File: config.mk
export PLATFORM = sky130hd
export DESIGN_NAME = ifetch
export DESIGN_NICKNAME = d
export VERILOG_FILES = /design/src/rtl/ifetch.sv
export SDC_FILE = /design/constraint.sdc
export NUM_CORES = 1
export LEC_CHECK = 0
export ABC_AREA = 1
export CORE_ASPECT_RATIO = 1.2
export CORE_MARGIN = 5
export CORE_UTILIZATION = 38
export DETAILED_ROUTE_END_ITERATION = 7
export HOLD_SLACK_MARGIN = 0.05
export PLACE_DENSITY = 0.73
export SLEW_MARGIN = 20
export SYNTH_ARGS = -nofsm -noshare
export SYNTH_HDL_FRONTEND = slang
export SYNTH_SLANG_ARGS = --single-unit
File: constraint.sdc
create_clock -name clk -period 1.3 [get_ports clk]
set_clock_uncertainty 0.1 [all_clocks]
set_input_delay 0.26 -clock clk [delete_from_list [all_inputs] [get_ports clk]]
set_output_delay 0.26 -clock clk [all_outputs]
set_load 0.01 [all_outputs]
File: src/rtl/ifetch.sv
// ifetch: fetch / program-counter stage of the 16-bit lab CPU.
// Owns the PC, fetches one word per instruction over imem_req/imem_ack,
// presents it to the decoder for one EXEC cycle, then picks the next PC
// from the decoder's pc_sel / jump_target. Also holds the JE/JNE equality
// flag and the halt state.
// Optional: define IFETCH_STALL_EN to add a `stall` input and STALL state
// that parks the stage between instructions.
module ifetch #(
  parameter int              PC_W     = 16,
  parameter logic [PC_W-1:0] RESET_PC = '0
) (
  input  logic            clk,
  input  logic            rst,
  output logic [PC_W-1:0] imem_addr,
  output logic            imem_req,
  input  logic [15:0]     imem_data,
  input  logic            imem_ack,
  output logic [15:0]     instruction,
  output logic            inst_valid,
  input  logic [2:0]      pc_sel,
  input  logic [PC_W-1:0] jump_target,
  input  logic            cmp_write,
  input  logic            cmp_eq,
`ifdef IFETCH_STALL_EN
  input  logic            stall,
`endif
  output logic [PC_W-1:0] pc,
  output logic            eq_flag,
  output logic            halted
);

  typedef enum logic [2:0] {
    BOOT  = 3'd0,
    FETCH = 3'd1,
    EXEC  = 3'd2,
    HALT  = 3'd3
`ifdef IFETCH_STALL_EN
    ,STALL = 3'd4
`endif
  } state_t;

  localparam logic [2:0] SEL_INC = 3'b000;
  localparam logic [2:0] SEL_JMP = 3'b001;
  localparam logic [2:0] SEL_JE  = 3'b010;
  localparam logic [2:0] SEL_JNE = 3'b011;
  localparam logic [2:0] SEL_HLT = 3'b100;

  state_t          state_q, state_d;
  logic [PC_W-1:0] pc_inc, next_pc;
  logic            go_stall;

  assign pc_inc = pc + PC_W'(1);

`ifdef IFETCH_STALL_EN
  assign go_stall = stall;
`else
  assign go_stall = 1'b0;
`endif

  // Next-PC select; reserved encodings 101-111 fall through to INC.
  always_comb begin
    next_pc = pc_inc;
    case (pc_sel)
      SEL_INC: next_pc = pc_inc;
      SEL_JMP: next_pc = jump_target;
      SEL_JE:  next_pc = eq_flag ? jump_target : pc_inc;
      SEL_JNE: next_pc = eq_flag ? pc_inc : jump_target;
      SEL_HLT: next_pc = pc;
      default: next_pc = pc_inc;
    endcase
  end

  // State register.
  always_ff @(posedge clk or posedge rst) begin
    if (rst) state_q <= BOOT;
    else     state_q <= state_d;
  end

  // Next-state and control outputs, all decoded straight from the state.
  always_comb begin
    state_d    = state_q;
    imem_req   = 1'b0;
    inst_valid = 1'b0;
    halted     = 1'b0;
    case (state_q)
      BOOT:  state_d = go_stall ? state_t'(3'd4) : FETCH;
      FETCH: begin
        imem_req = 1'b1;
        if (imem_ack) state_d = EXEC;
      end
      EXEC: begin
        inst_valid = 1'b1;
        if (pc_sel == SEL_HLT) state_d = HALT;
        else if (go_stall)     state_d = state_t'(3'd4);
        else                   state_d = FETCH;
      end
      HALT: halted = 1'b1;
`ifdef IFETCH_STALL_EN
      STALL: if (!stall) state_d = FETCH;
`endif
      default: state_d = BOOT;
    endcase
  end

  // Datapath: capture the word on ack in FETCH; update PC and flag only in EXEC.
  always_ff @(posedge clk or posedge rst) begin
    if (rst) begin
      pc          <= RESET_PC;
      instruction <= 16'h0000;
      eq_flag     <= 1'b0;
    end else begin
      if (state_q == FETCH && imem_ack) instruction <= imem_data;
      if (state_q == EXEC) begin
        pc <= next_pc;
        if (cmp_write) eq_flag <= cmp_eq;
      end
    end
  end

  assign imem_addr = pc;

endmodule

### Word-level counts from Yosys, hierarchy flattened

Cells that the tools add are included.

* register bits after elaboration: 36
* ROM bits: 0
* memories kept: 0
* memory bits (writable): 0
* output and inout port bits: 52
* bits in latches: 0
* bits of input ports: 40
* logic and storage cells: 29

* reduce and logical (&&, ||, !) cells: 5
* shift operators: 0
* magnitude comparators: 0
* div/mod/pow operators: 0
* add/sub/neg operators: 1
* multiplexer cells: 9
* multiply operators: 0
* eq/ne operators: 8
* bitwise operators: 2

Operator list (count)
* $pmux 16 s4: 1
* $mux 16: 2
* $add 16x1->16 const B: 1
* $eq 3x2->1 const B: 4
* $pmux 3 s4: 1
* $eq 3x1->1 const B: 2
* $reduce_and 2->1: 3
* $eq 3x3->1 const B: 1
* $logic_not 3->1: 1
* $mux 1: 3
* $mux 3: 1
* $mux 2: 1
* $ne 2x2->1 const B: 1
* $not 1->1: 2
* $logic_and 1x1->1: 1

### Logic depth before layout (Yosys ltp)

Gate-level depths: netlist of run 1.

* depth after elaboration: 3
* gate-level depth with buffers: 11
* gate-level depth less buffers: 10

### Worst setup path after synthesis of run 1

OpenSTA, ideal clock, no wires.

* path kind: register to register
* start point: register pc[0], in the netlist imem_addr[0]
* end point: register pc[14], in the netlist imem_addr[14]
* cell stages (with the launch flop): 9
* period minus slack after synthesis: 1526 ps
* data required time: 1087 ps
* data arrival time: 1314 ps
* setup slack: -226 ps
* buffers on the path: 0
* setup time: 113 ps
* path through: dfrtp_1 > ha_1 > nand3_2 > nor2_1 > nand4_1 > nand3_1 > nand3_1 > nand2_1 > inv_1

* word-level cells in the longest chain between the ends: 3
* elaborated cells on any way between the ends: 4
* those cells by class: add/sub (1); mux (3)

RTL lines
* start: declaration: RTL line 27 `output logic [PC_W-1:0] pc,`
* start signal: assignment: RTL line 114 `pc <= next_pc;`
* $add 16x1->16 (*): RTL line 52 `assign pc_inc = pc + PC_W'(1);`
* $mux 16 (on tied branches): RTL line 67, 66
* $pmux 16 s4 (*): RTL line 63 `case (pc_sel)`

Every way passes the cells marked *; elsewhere a longest branch is shown, timed or not.
A chain may end at the register's enable or synchronous reset.

### Worst setup path after layout of run 1

* start point: register pc[1], in the netlist imem_addr[1]
* end point: register pc[12], in the netlist imem_addr[12]

Same word-level chain as after synthesis.

==> results of run 1 <==
==> layer usage <==
metal | up-vias | share of wire, %
li1 | 1131 | -
met1 | 1163 | 34
met2 | 130 | 53
met3 | 29 | 8.6
met4 | 0 | 3.9
met5 | - | 0
==> worst paths after layout <==
check | from | to | cells past startpoint
worst max-delay path | imem_addr[1] | imem_addr[12] | 10
worst min-delay path | rst | imem_addr[9] | 3
worst max register to register | imem_addr[1] | imem_addr[12] | 10
worst min register to register | instruction[13] | instruction[13] | 1
max in group asynchronous | rst | imem_addr[0] | 3
min in group clk | instruction[13] | instruction[13] | 1
==> through the flow <==
step	instance area (µm²)	instances	worst slack [ps]	utilization, %	power (W)
after floorplan	2180	261	-87.4	-	0.00118
after global placement	3220	418	-484	58.0	0.00135
after detailed placement	3220	418	-495	58.0	0.00135
after CTS	3690	464	-191	66.4	0.00217
after global routing	4050	476	-334	72.8	0.00227
final	4050	476	-259	72.8	0.00219
==> worst register-to-register path, cell delays in order (launching register included) <==
cell                      delay, ps
sky130_fd_sc_hd__dfrtp_2        380
sky130_fd_sc_hd__buf_6          130
sky130_fd_sc_hd__ha_4           160
sky130_fd_sc_hd__nand3_4        100
sky130_fd_sc_hd__inv_2           80
sky130_fd_sc_hd__nand2_4         60
sky130_fd_sc_hd__nor2_4         140
sky130_fd_sc_hd__nand2_1         70
sky130_fd_sc_hd__nand2_1         80
sky130_fd_sc_hd__nand3_2         70
sky130_fd_sc_hd__a22oi_2        120
==> layout by cell type (no fill, tap or decap), types with 3 or more instances in the layout <==
| cell | instances |
|---|---|
| sky130_fd_sc_hd__mux2_4 | 8 |
| sky130_fd_sc_hd__nor2_1 | 12 |
| sky130_fd_sc_hd__buf_6 | 50 |
| sky130_fd_sc_hd__nor2_4 | 11 |
| sky130_fd_sc_hd__buf_12 | 4 |
| sky130_fd_sc_hd__nand2_1 | 49 |
| sky130_fd_sc_hd__nand3_4 | 4 |
| sky130_fd_sc_hd__buf_2 | 14 |
| sky130_fd_sc_hd__o21ai_1 | 8 |
| sky130_fd_sc_hd__a21oi_1 | 4 |
| sky130_fd_sc_hd__nand2_2 | 10 |
| sky130_fd_sc_hd__nor2_2 | 4 |
| sky130_fd_sc_hd__buf_4 | 37 |
| sky130_fd_sc_hd__clkdlybuf4s50_1 | 36 |
| sky130_fd_sc_hd__o21ai_2 | 5 |
| sky130_fd_sc_hd__inv_2 | 6 |
| sky130_fd_sc_hd__dfrtp_1 | 25 |
| sky130_fd_sc_hd__dfrtp_2 | 10 |
| sky130_fd_sc_hd__clkbuf_8 | 5 |
| sky130_fd_sc_hd__nand2_8 | 4 |
| sky130_fd_sc_hd__nand3_1 | 15 |
| sky130_fd_sc_hd__inv_1 | 23 |
| sky130_fd_sc_hd__a21oi_2 | 6 |
| sky130_fd_sc_hd__nand2_4 | 5 |
| sky130_fd_sc_hd__mux2_2 | 8 |
| sky130_fd_sc_hd__nand3_2 | 4 |
| sky130_fd_sc_hd__dlygate4sd2_1 | 3 |
| sky130_fd_sc_hd__clkbuf_2 | 15 |
==> synth_stat cells, drive strengths merged <==
cell,instances
a21oi,11
a22oi,3
buf,23
dfrtp,35
ha,1
inv,30
mux2,16
nand2,67
nand3,23
nand4,2
nor2,27
nor3,2
o211ai,2
o21ai,14
o31ai,2
xnor2,1
xor2,2
==> registers in the layout (all words and copies together), names as in the netlist <==
register,count
imem_addr,16
instruction,16
state_q,2
eq_flag,1
==> cell type report <==
type                    instances  area, µm²
flip-flops and latches         35        888
multi-input cells             174       1320
inverters                      30        128
well taps                      64       80.1
clock inverters                 3       20.0
clock buffers                   5       68.8
fillers                       362       1510
repair buffers                163       1530
repair inverters                2       10.0
==> power by group <==
group	switching, W	total [W]	internal, W	leakage, nW
sequential	0	0.00109	0.00109	0.428
clock	0.000445	0.000818	0.000373	0.0402
combinational	0.000122	0.000283	0.000161	1.56
==> timing repair <==
| item | CTS | global route |
|---|---|---|
| pin swaps | 18 | 27 |
| setup endpoints to repair | 84 | 73 |
| gates cloned | 3 | 2 |
| buffers inserted | 35 | 15 |
| resized for setup | 237 | 99 |
| endpoints found under the hold margin | 0 | 0 |
==> cell families after synthesis <==
logic type | synth area share, %
muxes | 9.84
DFF | 41.0
AOI/OAI and AO/OA | 8.31
adders and majority gates | 0.585
buffers and inverters | 13.5
and+or+nand+nor | 25.5
xor gates and xnor gates | 1.23
==> results, run 1 <==
- The met2 global-route usage is 34.9%.
- The detailed-router iteration count before antenna repair is 4.
- The run finished, with violations left.
- The max-capacitance violation count is 0.
- Once detail routing completed, the nets flagged for antenna violations numbered 0.
- The element type at the critical path end is a register.
- For this run, the top clock speed supported by timing is 0.641 GHz.
- The normalized max-slew margin is 74.1%.
- The maximum fanout along the worst path is 5.
- The count of hold-fix buffers inserted at cts is 0.
- The type of the most critical hold path is input port to asynchronous set/reset pin.
- The buffer levels on the longest clock path is 2.
- The number of core rows is 30.
- The leakage component of the power is 2.02 nW.
- The net count of the finished layout is 452.
- The critical path's top delay family is simple AND/OR/NAND/NOR gates.
- The final critical-path setup slack is -259 ps.
- The number of global-route vias before repair is 2538.
- Detailed routing inserted a total of 2453 vias.
- The wire length per cell is 16.9 µm.
- The effective utilization at floorplan is 38.5%.
- The total global-route track usage is 19.2%.
- The checks that failed: setup timing.
- The final-report max-slew violation count is 0.
- The count of buffering cells on the critical path with inverters included is 2.
- Clock tree synthesis found a total of 35 sinks.
- The source-to-sink clock delay at the later pin of the worst-skew pair is 300 ps.
- Setup repair after global routing could not meet its margin everywhere.
- The Yosys step of the flow raised 0 warnings.
- In this design, the critical path's most frequently occurring cell is sky130_fd_sc_hd__nand2_1.
- The final clock period utilization by the worst path is 120%.
- The final worst hold slack is 201 ps.
- For this run, design rule violations remaining after detail routing come to 0.
- The placeable core area is 0.00556 mm².
- For this design the ratio of total power to cell area is 541 mW/mm².
- The number of different library cells used by synthesis comes to 27.
- The share of the Yosys chip area taken by registers is 41.0%.
- The number of clock buffers added by TritonCTS is 5.
- Across the VDD grid, the largest voltage drop is 0.450 mV.
- The half-perimeter wire length after placement is 4520 µm.
- The cell area that synthesis handed to floorplanning was 0.00214 mm².
- The number of vias per cell after detailed routing is 5.15.
- The worst setup path is launched from a register.
- For the finished layout, the period the worst path requires is 1560 ps.
- The hold violation count in the final report came to 0.
- The die is 78.5 µm wide.
- The final layout contains routed wiring with a total length of 8030 µm.
- The post-route netlist has 55.1% of its cells at a drive strength greater than 1.
- The slowest stage of the critical path is the sky130_fd_sc_hd__dfrtp_2 cell.
- The data arrival time of the critical path is 1680 ps.
- The clock tree from TritonCTS is built.
- The required time reported for the critical path endpoint is 1420 ps.
- The die height is 92.2 µm.
- The share of synthesized area in the top cell type comes to 41.0%.
- In the post-synthesis netlist, the biggest area contributors are sky130_fd_sc_hd__dfrtp_1 (41%), sky130_fd_sc_hd__nand2_1 (11%), sky130_fd_sc_hd__buf_4 (6.0%).
- Setup slack on the worst reg-to-reg path comes out at -260 ps.
- The signal on the critical path passes through buf_6, ha_4, nand3_4, inv_2, nand2_4, nor2_4, nand2_1, nand2_1, nand3_2, a22oi_2.
- The critical path is of the register to register type.
- The transition at the pin with the smallest max-transition slack is 387 ps.
- Summed over all layers, the global routing overflow is 0.
- The area added between synthesis and finish is 89.3%.
- The routability congestion estimate is 0.836.
- The repair_antennas step left the layout with diodes totalling 0.
- The met1 track demand over resource is 19.1%.
- Setup violations remaining at the end of the flow were counted as 53.
- The number of levels the H-tree was split into is 2.
- In this run the most used layer during global routing was met2.
- The final setup TNS is -6200 ps.
- The average size of a mapped cell is 8.19 µm².
- The post-synthesis instance total is 261.
- The post-synthesis register bit count is 35.
- The first global-routing pass estimated 11000 µm of wire.
- The DRC marker count from the first detailed-route iteration is 112.
- Of all cell types, the one taking the most synthesized area is sky130_fd_sc_hd__dfrtp_1.
- The clock transition at the registers of the reported paths is 80 ps.
- In this run the count of I/O pins placed on the die edge is 92.
- The met3 global-route usage is 7.17%.
- The number of antenna violations at the first check in global routing is 0.
- The area enclosed by the die boundary is 0.00723 mm².
- The count of input and output buffers is 91.
- The cell sitting at the root of the clock tree is a sky130_fd_sc_hd__clkbuf_8.
- The largest net degree at the start of global routing is 36.
- In this design, the stage delay of the slowest critical-path cell is 380 ps.
- The net count of the mapped netlist is 302.
No activity file was read; power rests on OpenSTA's default activity.
==> run 2: changes to the inputs <==
Settings changed: CAP_MARGIN set to 20.
==> results of run 2 <==
Same layout as run 1: the final DEF is identical, and so are final timing and power.
